### config.mk
export PLATFORM = sky130hd
export DESIGN_NAME = alu_seq
export DESIGN_NICKNAME = d
export VERILOG_FILES = /design/src/rtl/alu_seq.sv
export SDC_FILE = /design/constraint.sdc
export NUM_CORES = 1
export LEC_CHECK = 0
export CORE_ASPECT_RATIO = 0.75
export CORE_MARGIN = 4
export CORE_UTILIZATION = 25
export CTS_BUF_LIST = sky130_fd_sc_hd__clkbuf_16
export CTS_CLUSTER_SIZE = 40
export DETAILED_ROUTE_END_ITERATION = 10
export DONT_BUFFER_PORTS = 1
export GPL_TIMING_DRIVEN = 0
export HOLD_SLACK_MARGIN = 0.08
export PLACE_DENSITY_LB_ADDON = 0.2
export RECOVER_POWER = 100
export SYNTH_ARGS = -nofsm -noshare
export SYNTH_HDL_FRONTEND = slang
export SYNTH_SLANG_ARGS = --single-unit
### constraint.sdc
create_clock -name clk -period 4.22 [get_ports clk]
set_input_delay 0.633 -clock clk [delete_from_list [all_inputs] [get_ports clk]]
set_output_delay 0.633 -clock clk [all_outputs]
set_load 0.02 [all_outputs]
### src/rtl/alu_seq.sv
// Handshaked sequential ALU: single-cycle logic/arith/shift ops plus iterative
// shift-add multiply and restoring divide/remainder, one operation in flight.
module alu_seq #(
    parameter int WIDTH = 16
) (
    input  logic             clk,
    input  logic             reset_n,
    input  logic             in_valid,
    output logic             in_ready,
    input  logic [WIDTH-1:0] in_a,
    input  logic [WIDTH-1:0] in_b,
    input  logic [3:0]       sel,
    output logic             out_valid,
    input  logic             out_ready,
    output logic [WIDTH-1:0] out,
    output logic             flag_z,
    output logic             flag_c,
    output logic             flag_n,
    output logic             flag_dz
);
    localparam int SHW = $clog2(WIDTH);
    localparam logic [SHW-1:0] LAST = SHW'(WIDTH - 1);

    localparam logic [3:0] OP_ADD = 4'd0;
    localparam logic [3:0] OP_SUB = 4'd1;
    localparam logic [3:0] OP_AND = 4'd2;
    localparam logic [3:0] OP_OR  = 4'd3;
    localparam logic [3:0] OP_XOR = 4'd4;
    localparam logic [3:0] OP_SHL = 4'd5;
    localparam logic [3:0] OP_SHR = 4'd6;
    localparam logic [3:0] OP_CMP = 4'd7;
    localparam logic [3:0] OP_SRA = 4'd8;
    localparam logic [3:0] OP_MUL = 4'd9;
    localparam logic [3:0] OP_DIV = 4'd10;
    localparam logic [3:0] OP_REM = 4'd11;

    typedef enum logic [1:0] {
        S_IDLE = 2'd0,
        S_BUSY = 2'd1,
        S_DONE = 2'd2
    } state_t;

    state_t r_state;
    state_t w_next;

    logic [SHW-1:0]   r_cnt;
    logic [WIDTH-1:0] r_out;
    logic             r_z;
    logic             r_c;
    logic             r_n;
    logic             r_dz;

    logic [WIDTH-1:0] r_opa;
    logic [WIDTH-1:0] r_opb;
    logic [WIDTH:0]   r_acc;
    logic [3:0]       r_op;

    logic                    w_accept;
    logic                    w_multi;
    logic                    w_last;
    logic [SHW-1:0]          w_sh;
    logic [WIDTH:0]          w_sum;
    logic signed [WIDTH-1:0] w_a_s;
    logic signed [WIDTH-1:0] w_sra;
    logic [WIDTH-1:0]        w_res;
    logic                    w_c;
    logic                    w_def;

    logic [WIDTH-1:0] w_mul_sum;
    logic [WIDTH:0]   w_rsh;
    logic [WIDTH:0]   w_diff;
    logic             w_rge;
    logic [WIDTH-1:0] w_quo;
    logic [WIDTH-1:0] w_fin;

    assign in_ready  = (r_state == S_IDLE) | ((r_state == S_DONE) & out_ready);
    assign out_valid = (r_state == S_DONE);
    assign out       = r_out;
    assign flag_z    = r_z;
    assign flag_c    = r_c;
    assign flag_n    = r_n;
    assign flag_dz   = r_dz;

    assign w_accept = in_valid & in_ready;
    assign w_multi  = (sel == OP_MUL) | (sel == OP_DIV) | (sel == OP_REM);
    assign w_last   = (r_cnt == LAST);

    always_ff @(posedge clk or negedge reset_n) begin
        if (!reset_n) begin
            r_state <= S_IDLE;
        end else begin
            r_state <= w_next;
        end
    end

    always_comb begin
        w_next = r_state;
        case (r_state)
            S_IDLE: begin
                if (w_accept) begin
                    w_next = w_multi ? S_BUSY : S_DONE;
                end
            end
            S_BUSY: begin
                if (w_last) begin
                    w_next = S_DONE;
                end
            end
            S_DONE: begin
                if (w_accept) begin
                    w_next = w_multi ? S_BUSY : S_DONE;
                end else if (out_ready) begin
                    w_next = S_IDLE;
                end
            end
            default: w_next = S_IDLE;
        endcase
    end

    // Single-cycle result, evaluated straight from the input operands.
    always_comb begin
        w_sh  = in_b[SHW-1:0];
        w_sum = {1'b0, in_a} + {1'b0, in_b};
        w_a_s = in_a;
        w_sra = w_a_s >>> w_sh;
        w_res = '0;
        w_c   = 1'b0;
        w_def = 1'b1;
        case (sel)
            OP_ADD: begin
                w_res = w_sum[WIDTH-1:0];
                w_c   = w_sum[WIDTH];
            end
            OP_SUB: begin
                w_res = in_a - in_b;
                w_c   = (in_a < in_b);
            end
            OP_AND: w_res = in_a & in_b;
            OP_OR:  w_res = in_a | in_b;
            OP_XOR: w_res = in_a ^ in_b;
            OP_SHL: w_res = in_a << w_sh;
            OP_SHR: w_res = in_a >> w_sh;
            OP_CMP: begin
                if (in_a == in_b) begin
                    w_res = WIDTH'(0);
                end else if (in_a > in_b) begin
                    w_res = WIDTH'(1);
                end else begin
                    w_res = WIDTH'(2);
                end
            end
            OP_SRA: w_res = w_sra;
            default: w_def = 1'b0;
        endcase
    end

    // One iteration step: shift-add multiply, or one restoring-divide quotient bit.
    always_comb begin
        w_mul_sum = r_acc[WIDTH-1:0] + (r_opb[0] ? r_opa : '0);
        w_rsh     = {r_acc[WIDTH-1:0], r_opa[WIDTH-1]};
        w_rge     = (w_rsh >= {1'b0, r_opb});
        w_diff    = w_rsh - {1'b0, r_opb};
        w_quo     = {r_opa[WIDTH-2:0], w_rge};
        case (r_op)
            OP_MUL:  w_fin = w_mul_sum;
            OP_DIV:  w_fin = w_quo;
            default: w_fin = w_rge ? w_diff[WIDTH-1:0] : w_rsh[WIDTH-1:0];
        endcase
    end

    always_ff @(posedge clk or negedge reset_n) begin
        if (!reset_n) begin
            r_cnt <= '0;
            r_out <= '0;
            r_z   <= 1'b0;
            r_c   <= 1'b0;
            r_n   <= 1'b0;
            r_dz  <= 1'b0;
        end else if (w_accept) begin
            r_cnt <= '0;
            if (!w_multi) begin
                r_out <= w_res;
                r_z   <= w_def & (w_res == '0);
                r_c   <= w_c;
                r_n   <= w_def & w_res[WIDTH-1];
                r_dz  <= 1'b0;
            end
        end else if (r_state == S_BUSY) begin
            r_cnt <= r_cnt + SHW'(1);
            if (w_last) begin
                r_out <= w_fin;
                r_z   <= (w_fin == '0);
                r_c   <= 1'b0;
                r_n   <= w_fin[WIDTH-1];
                r_dz  <= (r_op != OP_MUL) & (r_opb == '0);
            end
        end
    end

    // Operand/iteration registers: only meaningful while BUSY, so no reset needed.
    always_ff @(posedge clk) begin
        if (w_accept) begin
            r_opa <= in_a;
            r_opb <= in_b;
            r_op  <= sel;
            r_acc <= '0;
        end else if (r_state == S_BUSY) begin
            if (r_op == OP_MUL) begin
                r_acc <= {1'b0, w_mul_sum};
                r_opa <= r_opa << 1;
                r_opb <= r_opb >> 1;
            end else begin
                r_acc <= w_rge ? w_diff : w_rsh;
                r_opa <= w_quo;
            end
        end
    end

endmodule
==> flow_metrics.tcl, run 1 <==
set metrics [dict create \
    outcome "finished, violations left" \
    violations "max-capacitance violations, max-slew violations" \
    maxCapViolations 2 \
    required_ps 4470 \
    synth-seq-cells 78 \
    clock_path_buffers 2 \
    grt_pass1_vias 9417 \
    yosysMostFrequentCell "nand2_1" \
    hold_viol 0 \
    syn_area_per_cell_um2 7.843 \
    seq_power_share 0.294 \
    clkPwrFrac 0.176 \
    fp.dieH_um 177.9 \
    min_path_type "in -> reg" \
    synthTopCellsByArea "edfxtp_1 11%, ha_1 11%, dfrtp_1 6.8%" \
    syn_to_final_growth_pct 10.96 \
    crit_fanout 10 \
    synthesis.instances 1227 \
    grt_setup_unrepaired "false" \
    ys_seq_area_frac 0.2132 \
    overflow 0 \
    htreeDepth 3 \
    r2r_slack_ps 180 \
    syn-num-nets 1353 \
    critPathCaptureType "flip-flop" \
    netlist-cell-type-count 79 \
    synth_commonest_cells "133 x nand2_1, 105 x o21ai_0, 104 x nor2_1, 84 x a21oi_1, 82 x ha_1" \
    synthDominantCellAreaShare 0.1123 \
    holdWs_ps 381.4 \
    crit_buf_inv 3 \
    p_int_mw 2.319 \
    p_total_mw 4.460 \
    clk_latency_ps 350 \
    die_w_um 234.5 \
    finalSetupTns_ps 0 \
    first_pass_iters 5 \
    cts.clk_slew.worst_paths_ps 60 \
    row_count 61 \
    wire_per_inst_um 24.65 \
    fin_skew_ps 8.331 \
    grt_max_degree 27 \
    diodes 0 \
    vias 10113 \
    hpwl_um 35090 \
    path_cells "buf_2, clkbuf_1, nor2_1, nand2_1, clkbuf_1, o21ai_0, a211oi_1, nand3_1, nor4_1, nand4_1, nor4_1, a32oi_1, o41ai_2" \
    p_sw_frac 0.4801 \
    seq_area_mm2 0.002052 \
    reg2reg_depth 13 \
    final_max_slew_viol_count 17 \
    ir_drop_uv 200.4 \
    p_leak_nw 4.253 \
    drtAntennaViolNets 0 \
    synth-edff-count 36 \
    worstSetupPathType "in -> reg" \
    pwr-share-comb 0.530 \
    crit_start "sel[3]" \
    synth_async_sr_flop_share 0.3333 \
    setup_violations 0 \
    slowest_stage "clkbuf_1" \
    avgViaCountPerCell 5.782 \
    fin_crit_ps 4051 \
    hold_start "sel[0]" \
    cts_tree "built" \
    gr-usage-all-layers 0.2036 \
    drc_errors 0 \
    cts.sinks 78 \
    drive_above_1_share 0.08112 \
    cpLargestDelayFamily "simple AND/OR/NAND/NOR gates" \
    yosysWarnings 0 \
    relSlewSlack -0.5438 \
    min_period_over_period 0.9599 \
    r2r_start "r_opb[0]" \
    startpoint_type "primary input" \
    cts_made_buffers 9 \
    synth_top_area_cell "edfxtp_1" \
    power_density_mw_per_mm2 417.7 \
    critical_path_arrival_ps 4300 \
    n_fill_cell 4057 \
    r2r-end "flag_z" \
    wl_um 43110 \
    die_area_mm2 0.04173 \
    tightest_slew_ps 2291 \
    drtIter0Drc 1287 \
    place.gp.congestion 0.9587 \
    nets 1366 \
    slowest_delay_ps 600 \
    io_pins 62 \
    multi_input_area_mm2 0.007087 \
    switchingPower_mw 2.141 \
    netlist_area_mm2 0.009623 \
    antenna_found_initial 1 \
    cts_root_buffer "clkbuf_16" \
    max_clock_freq_mhz 246.9 \
    initial_utilization 0.2563 \
    core_region_area_mm2 0.03755 \
    io_buffers 0 \
    yosys_most_used_dff "edfxtp_1" \
    endpoint "flag_z" \
    grt_pass1_wl_um 63280 \
    crit_cells 13 \
]
through the flow:
stage          cells  worst slack, ps  instance area, um2  utilization
5_1_grt         1749            3.793               10680       0.2844
3_5_place_dp    1732            -1450               10280       0.2739
4_1_cts         1749            37.89               10660       0.2839
3_3_place_gp    1731            -1713               10250       0.2731
2_1_floorplan   1227            325.7                9623            -
6_report        1749            169.2               10680       0.2844
cell usage in the layout, fill, tap and decap left out, types with 18 or more instances in the layout:
| cell type | count |
|---|---|
| inv_1 | 67 |
| a21oi_1 | 84 |
| nand2_1 | 133 |
| nor2_1 | 104 |
| xnor2_1 | 22 |
| dfrtp_1 | 26 |
| clkbuf_1 | 60 |
| edfxtp_1 | 36 |
| o211ai_1 | 20 |
| mux4_2 | 18 |
| ha_1 | 82 |
| nor3_1 | 29 |
| nand3_1 | 29 |
| mux2i_1 | 30 |
| and2_1 | 22 |
| o21ai_0 | 105 |
routing by layer:
layer	up-vias	GRT usage	wire length, um
met5	-	0	7
met4	2	0.03025	758
met3	54	0.07253	5411
met2	556	0.2682	16180
met1	4900	0.3171	20750
li1	4601	-	-
cell type report:
type,instances,area share
multi-input combinational,998,0.6637
sequential,78,0.1922
tap,504,0.05906
buffer,79,0.03047
inverter,70,0.02508
clock buffer,9,0.02109
clock inverter,7,0.005976
timing repair buffer,4,0.002461
logic make-up after synthesis:
| kind of cell | Yosys count | share of synthesized area |
|---|---|---|
| buffers and inverters | 151 | 0.06137 |
| AOI/OAI and AO/OA | 394 | 0.2723 |
| adders and majority gates | 86 | 0.1149 |
| and+or+nand+nor | 416 | 0.2108 |
| xor gates and xnor gates | 35 | 0.03185 |
| muxes | 67 | 0.09557 |
| DFF | 78 | 0.2132 |
state kept, by name, indices dropped and copies added, names as in the netlist:
name     count
out         16
r_acc       16
flag_dz      1
r_cnt        4
flag_z       1
r_opb       16
flag_n       1
flag_c       1
r_op         4
r_opa       16
r_state      2
power groups by stage:
stage	sequential, mW	combinational [mW]	clock, mW
after floorplan	1.21	1.61	0
after global placement	1.32	2.26	0
after detailed placement	1.32	2.24	0
after CTS	1.30	2.28	0.792
after global routing	1.33	2.57	0.830
final	1.31	2.36	0.784
worst min path at each step:
stage | slack, ps | endpoint | cells past startpoint
6_report | 380 | r_op[0] | 0
4_1_cts | 90 | r_state[1] | 1
3_5_place_dp | 340 | r_state[1] | 0
3_3_place_gp | 340 | r_state[1] | 0
5_1_grt | 370 | r_op[0] | 0
2_1_floorplan | 340 | flag_c | 0
what timing repair did:
| action | 4_1_cts | 5_1_grt |
|---|---|---|
| endpoints found under the setup margin | 8 | 4 |
| gates resized for setup | 11 | 12 |
| hold buffers | 1 | 0 |
| pin swaps | 0 | 3 |
| endpoints found under the hold margin | 26 | 0 |
| setup buffers | 1 | 1 |
(Power assumes the default switching activity.)
==> run 2, diff against run 1 <==
--- a/config.mk
+++ b/config.mk
@@ -5,6 +5,8 @@
 export SDC_FILE = /design/constraint.sdc
 export NUM_CORES = 1
 export LEC_CHECK = 0
+export CELL_PAD_IN_SITES_DETAIL_PLACEMENT = 0
+export CELL_PAD_IN_SITES_GLOBAL_PLACEMENT = 2
 export CORE_ASPECT_RATIO = 0.75
 export CORE_MARGIN = 4
 export CORE_UTILIZATION = 25
==> flow_metrics.tcl, run 2 (synthesis results as in run 1) <==
set metrics [dict create \
    holdPathStages 0 \
    path_cells "buf_2, clkinv_2, ha_1, nor2_1, o311a_1, nor4_1, o31a_1, o41a_1, o311ai_0, a211oi_1, and3_1, a32oi_1, o41ai_2" \
    row_count 61 \
    first_pass_iters 5 \
    io_buffers 0 \
    slowest_stage "a211oi_1" \
    crit_cells 13 \
    nets 1366 \
    diodes 0 \
    reg2reg_depth 12 \
    place.gp.congestion 0.9456 \
    clock_path_buffers 2 \
    required_ps 4480 \
    outcome "finished, violations left" \
    drtIter0Drc 1116 \
    violations "max-capacitance violations, max-slew violations, negative setup slack" \
    cts.clk_slew.worst_paths_ps 70 \
    clk_latency_ps 360 \
    setup_violations 1 \
    dp.cells 1731 \
    die_area_mm2 0.04173 \
    wl_um 47520 \
    r2r-end "flag_z" \
    grt_setup_unrepaired "false" \
    antenna_found_initial 0 \
    grt_max_degree 27 \
    grt_pass1_wl_um 68920 \
    dp_slack_ps -1357 \
    critPathCaptureType "flip-flop" \
    fin_crit_ps 4269 \
    wire_per_inst_um 27.17 \
    drive_above_1_share 0.08193 \
    p_leak_nw 4.255 \
    grt_pass1_vias 9464 \
    critical_path_arrival_ps 4520 \
    io_pins 62 \
    cts.sinks 78 \
    r2r_start "r_opb[1]" \
    hold_viol 0 \
    cts_made_buffers 9 \
    drc_errors 0 \
    crit_fanout 9 \
    fin_ws_ps -48.75 \
    startpoint_type "primary input" \
    layout_common_cells "133 x nand2_1, 104 x nor2_1, 102 x o21ai_0" \
    max_clock_freq_mhz 234.3 \
    final_common_cell "nand2_1" \
    power_density_mw_per_mm2 426.4 \
    endpoint "flag_z" \
    stdcell_count 1749 \
    die_w_um 234.5 \
    initial_utilization 0.2563 \
    htreeDepth 3 \
    crit_buf_inv 2 \
    overflow 0 \
    r2r_slack_ps 180 \
    hpwl_um 38660 \
    relSlewSlack -0.1712 \
    crit_start "in_b[1]" \
    worstSetupPathType "in -> reg" \
    vias 10259 \
    p_total_mw 4.552 \
    cts_root_buffer "clkbuf_16" \
    syn_to_final_growth_pct 10.95 \
    maxCapViolations 2 \
    min_period_over_period 1.012 \
    drtAntennaViolNets 0 \
    min_path_type "in -> reg" \
    ir_drop_uv 238.7 \
    finalSetupTns_ps -48.75 \
    cts_tree "built" \
    cpLargestDelayFamily "compound AO/OA/AOI/OAI gates" \
    fin_skew_ps 8.393 \
    tightest_slew_ps 1757 \
    fp.dieH_um 177.9 \
    avgViaCountPerCell 5.866 \
    core_region_area_mm2 0.03755 \
    final_max_slew_viol_count 44 \
    gr-usage-all-layers 0.2249 \
    n_fill_cell 4165 \
    slowest_delay_ps 780 \
]
## run 2: changes by cell type in the layout (fill, tap and decap cells not counted), sizes merged
cell and change:
buf +3, bufinv -1, clkbuf -2, clkinv -2, clkinvlp -1, inv +3
## run 2: layer usage
metal,part of all wire,vias up,global-route usage
met4,0.0053,0,0.02066
li1,-,4590,-
met5,0,-,0
met1,0.52,5158,0.3769
met2,0.37,487,0.2833
met3,0.10,24,0.06146
## run 2: repair_timing
item	CTS	global route
endpoints found under the hold margin	26	0
hold buffers	1	0
setup buffers	1	3
resized for setup	13	16
endpoints found under the setup margin	13	8
pin swaps	1	4
## run 2: per-stage QoR
stage,hold slack (ps),util,instance area [um2]
floorplan,337.4,-,9623
global placement,338.4,0.2731,10250
detailed placement,338.5,0.2733,10260
CTS,82.84,0.2837,10650
global route,348.2,0.2843,10680
finish,366.9,0.2843,10680
## run 2: layout make-up
| type | instances | area (um2) | share of cell area |
|---|---|---|---|
| plain buffers | 78 | 320.3 | 0.03000 |
| clock buffers | 10 | 250.2 | 0.02344 |
| clock inverters | 6 | 47.55 | 0.004453 |
| inverters | 70 | 267.8 | 0.02508 |
| multi-input cells | 998 | 7074 | 0.6626 |
| flip-flops and latches | 78 | 2052 | 0.1922 |
| well taps | 504 | 630.6 | 0.05906 |
| repair buffers | 5 | 33.78 | 0.003164 |
## run 2: power by group
group	switching, mW	internal [mW]	leakage, nW
Combinational	1.58	0.853	3.29
Sequential	0.303	1.01	0.813
Clock	0.358	0.443	0.151
## run 2: worst min path at each step
stage          startpoint        to
2_1_floorplan     reset_n    flag_c
3_3_place_gp      reset_n  r_cnt[3]
3_5_place_dp      reset_n  r_cnt[3]
4_1_cts           reset_n  r_cnt[3]
5_1_grt            sel[0]   r_op[0]
6_report           sel[0]   r_op[0]
## run 2: worst register-to-register path: cells and delay by family (launching register included)
family / cells / cell delay, ps
fa+ha+maj: 1 / 260
mux: 1 / 430
flops: 1 / 450
buf+inv: 1 / 170
simple gates: 4 / 810
compound gates: 5 / 1820
==> run 3, diff against run 2 <==
--- a/config.mk
+++ b/config.mk
@@ -14,7 +14,6 @@
 export CTS_CLUSTER_SIZE = 40
 export DETAILED_ROUTE_END_ITERATION = 10
 export DONT_BUFFER_PORTS = 1
-export GPL_TIMING_DRIVEN = 0
 export HOLD_SLACK_MARGIN = 0.08
 export PLACE_DENSITY_LB_ADDON = 0.2
 export RECOVER_POWER = 100
==> flow_metrics.tcl, run 3 (synthesis results as in run 1) <==
set metrics [dict create \
    finalSetupTns_ps 0 \
    antenna_found_initial 0 \
    hold_start "sel[3]" \
    holdPathStages 0 \
    grt.busiest_layer "met1" \
    cts_resized 0 \
    fin_skew_ps 6.742 \
    clock_path_buffers 2 \
    seq_area_mm2 0.002052 \
    maxCapViolations 1 \
    overflow 0 \
    relSlewSlack -0.1576 \
    wire_per_inst_um 26.38 \
    setup_violations 0 \
    grt_pass1_vias 9177 \
    gr-usage-all-layers 0.2137 \
    worstSetupPathType "reg -> reg" \
    drc_errors 0 \
    nets 1324 \
    power_density_mw_per_mm2 428.9 \
    grt_max_degree 57 \
    crit_start "r_opb[0]" \
    row_count 61 \
    dp.cells 1690 \
    grt_pass1_wl_um 65720 \
    io_pins 62 \
    r2r_start "r_opb[0]" \
    clk_latency_ps 360 \
    max_clock_freq_mhz 252.9 \
    min_period_over_period 0.9368 \
    cts.sinks 78 \
    violations "max-capacitance violations, max-slew violations" \
    critPathCaptureType "flip-flop" \
    hold_end "r_op[3]" \
    p_leak_nw 4.283 \
    r2r_slack_ps 270 \
    use_met3 0.05777 \
    drive_above_1_share 0.08562 \
    syn_to_final_growth_pct 9.908 \
    critical_path_arrival_ps 4210 \
    final_max_slew_viol_count 27 \
    cts_made_buffers 9 \
    min_path_type "in -> reg" \
    place.gp.congestion 0.9040 \
    multi_input_area_mm2 0.007023 \
    io_buffers 0 \
    initial_utilization 0.2563 \
    final_common_cell "nand2_1" \
    htreeDepth 3 \
    diodes 0 \
    die_w_um 234.5 \
    met1_usage 0.3492 \
    ir_drop_uv 236.9 \
    hold_viol 0 \
    cts.clk_slew.worst_paths_ps 70 \
    fp.dieH_um 177.9 \
    grt_setup_unrepaired "false" \
    n_fill_cell 4152 \
    required_ps 4480 \
    vias 9732 \
    stdcell_count 1707 \
    cts_root_buffer "clkbuf_16" \
    fin_crit_ps 3953 \
    layout_common_cells "133 x nand2_1, 105 x o21ai_0, 104 x nor2_1" \
    core_region_area_mm2 0.03755 \
    die_area_mm2 0.04173 \
    wl_um 45030 \
    drtAntennaViolNets 0 \
    outcome "finished, violations left" \
    reg2reg_depth 13 \
    drtIter0Drc 971 \
    first_pass_iters 5 \
    startpoint_type "flip-flop" \
    hpwl_um 34910 \
    avgViaCountPerCell 5.701 \
    use_met2 0.2759 \
    r2r-end "flag_z" \
    cts_tree "built" \
    tightest_slew_ps 1736 \
    crit_fanout 5 \
]
## run 3: cell type report
class / count / share of cell area
clock buffer: 11 / 0.02603
sequential: 78 / 0.1940
multi-input combinational: 998 / 0.6640
tap: 504 / 0.05962
timing repair buffer: 41 / 0.02638
inverter: 70 / 0.02484
clock inverter: 5 / 0.005087
## run 3: timing repair
action                                 CTS  global route
setup buffers                            0             0
endpoints found under the hold margin   26             0
hold buffers                             1             0
## run 3: per-layer routing
layer / vias to the layer above / part of all wire / wire [um]
met2: 360 / 0.37 / 16800
met5: - / 0 / 0
li1: 4517 / - / -
met3: 40 / 0.089 / 4009
met1: 4815 / 0.52 / 23600
met4: 0 / 0.014 / 612
## run 3: worst max path at each step
| stage | to | cells past startpoint |
|---|---|---|
| 2_1_floorplan | flag_z | 15 |
| 3_3_place_gp | flag_z | 12 |
| 3_5_place_dp | flag_z | 12 |
| 4_1_cts | flag_z | 13 |
| 5_1_grt | flag_z | 13 |
| 6_report | flag_z | 13 |
## run 3: critical path: stages (launching register included)
cell and delay, ps:
edfxtp_1 440, and2_1 170, ha_1 210, fa_1 440
a21oi_1 160, nor2b_1 70, a311o_1 410, a2111oi_2 380
nor4_1 130, a2111oi_2 380, xnor2_1 150, a221oi_1 430
nand3_1 180, o41ai_2 290
## run 3: through the flow
stage	power [mW]	area, um2	setup slack, ps	utilization	hold WS [ps]
6_report	4.536	10580	266.5	0.2817	371.4
5_1_grt	4.844	10580	52.01	0.2817	351.1
4_1_cts	4.537	10630	401.2	0.2830	88.73
2_1_floorplan	2.817	9623	325.7	-	337.4
3_3_place_gp	3.675	10280	255.5	0.2737	338.8
3_5_place_dp	3.616	10280	126.9	0.2737	338.7
## run 3: power breakdown
part	switching [mW]	total (mW)	internal, mW
logic	1.47	2.33	0.859
clock network	0.355	0.884	0.529
registers	0.310	1.32	1.01
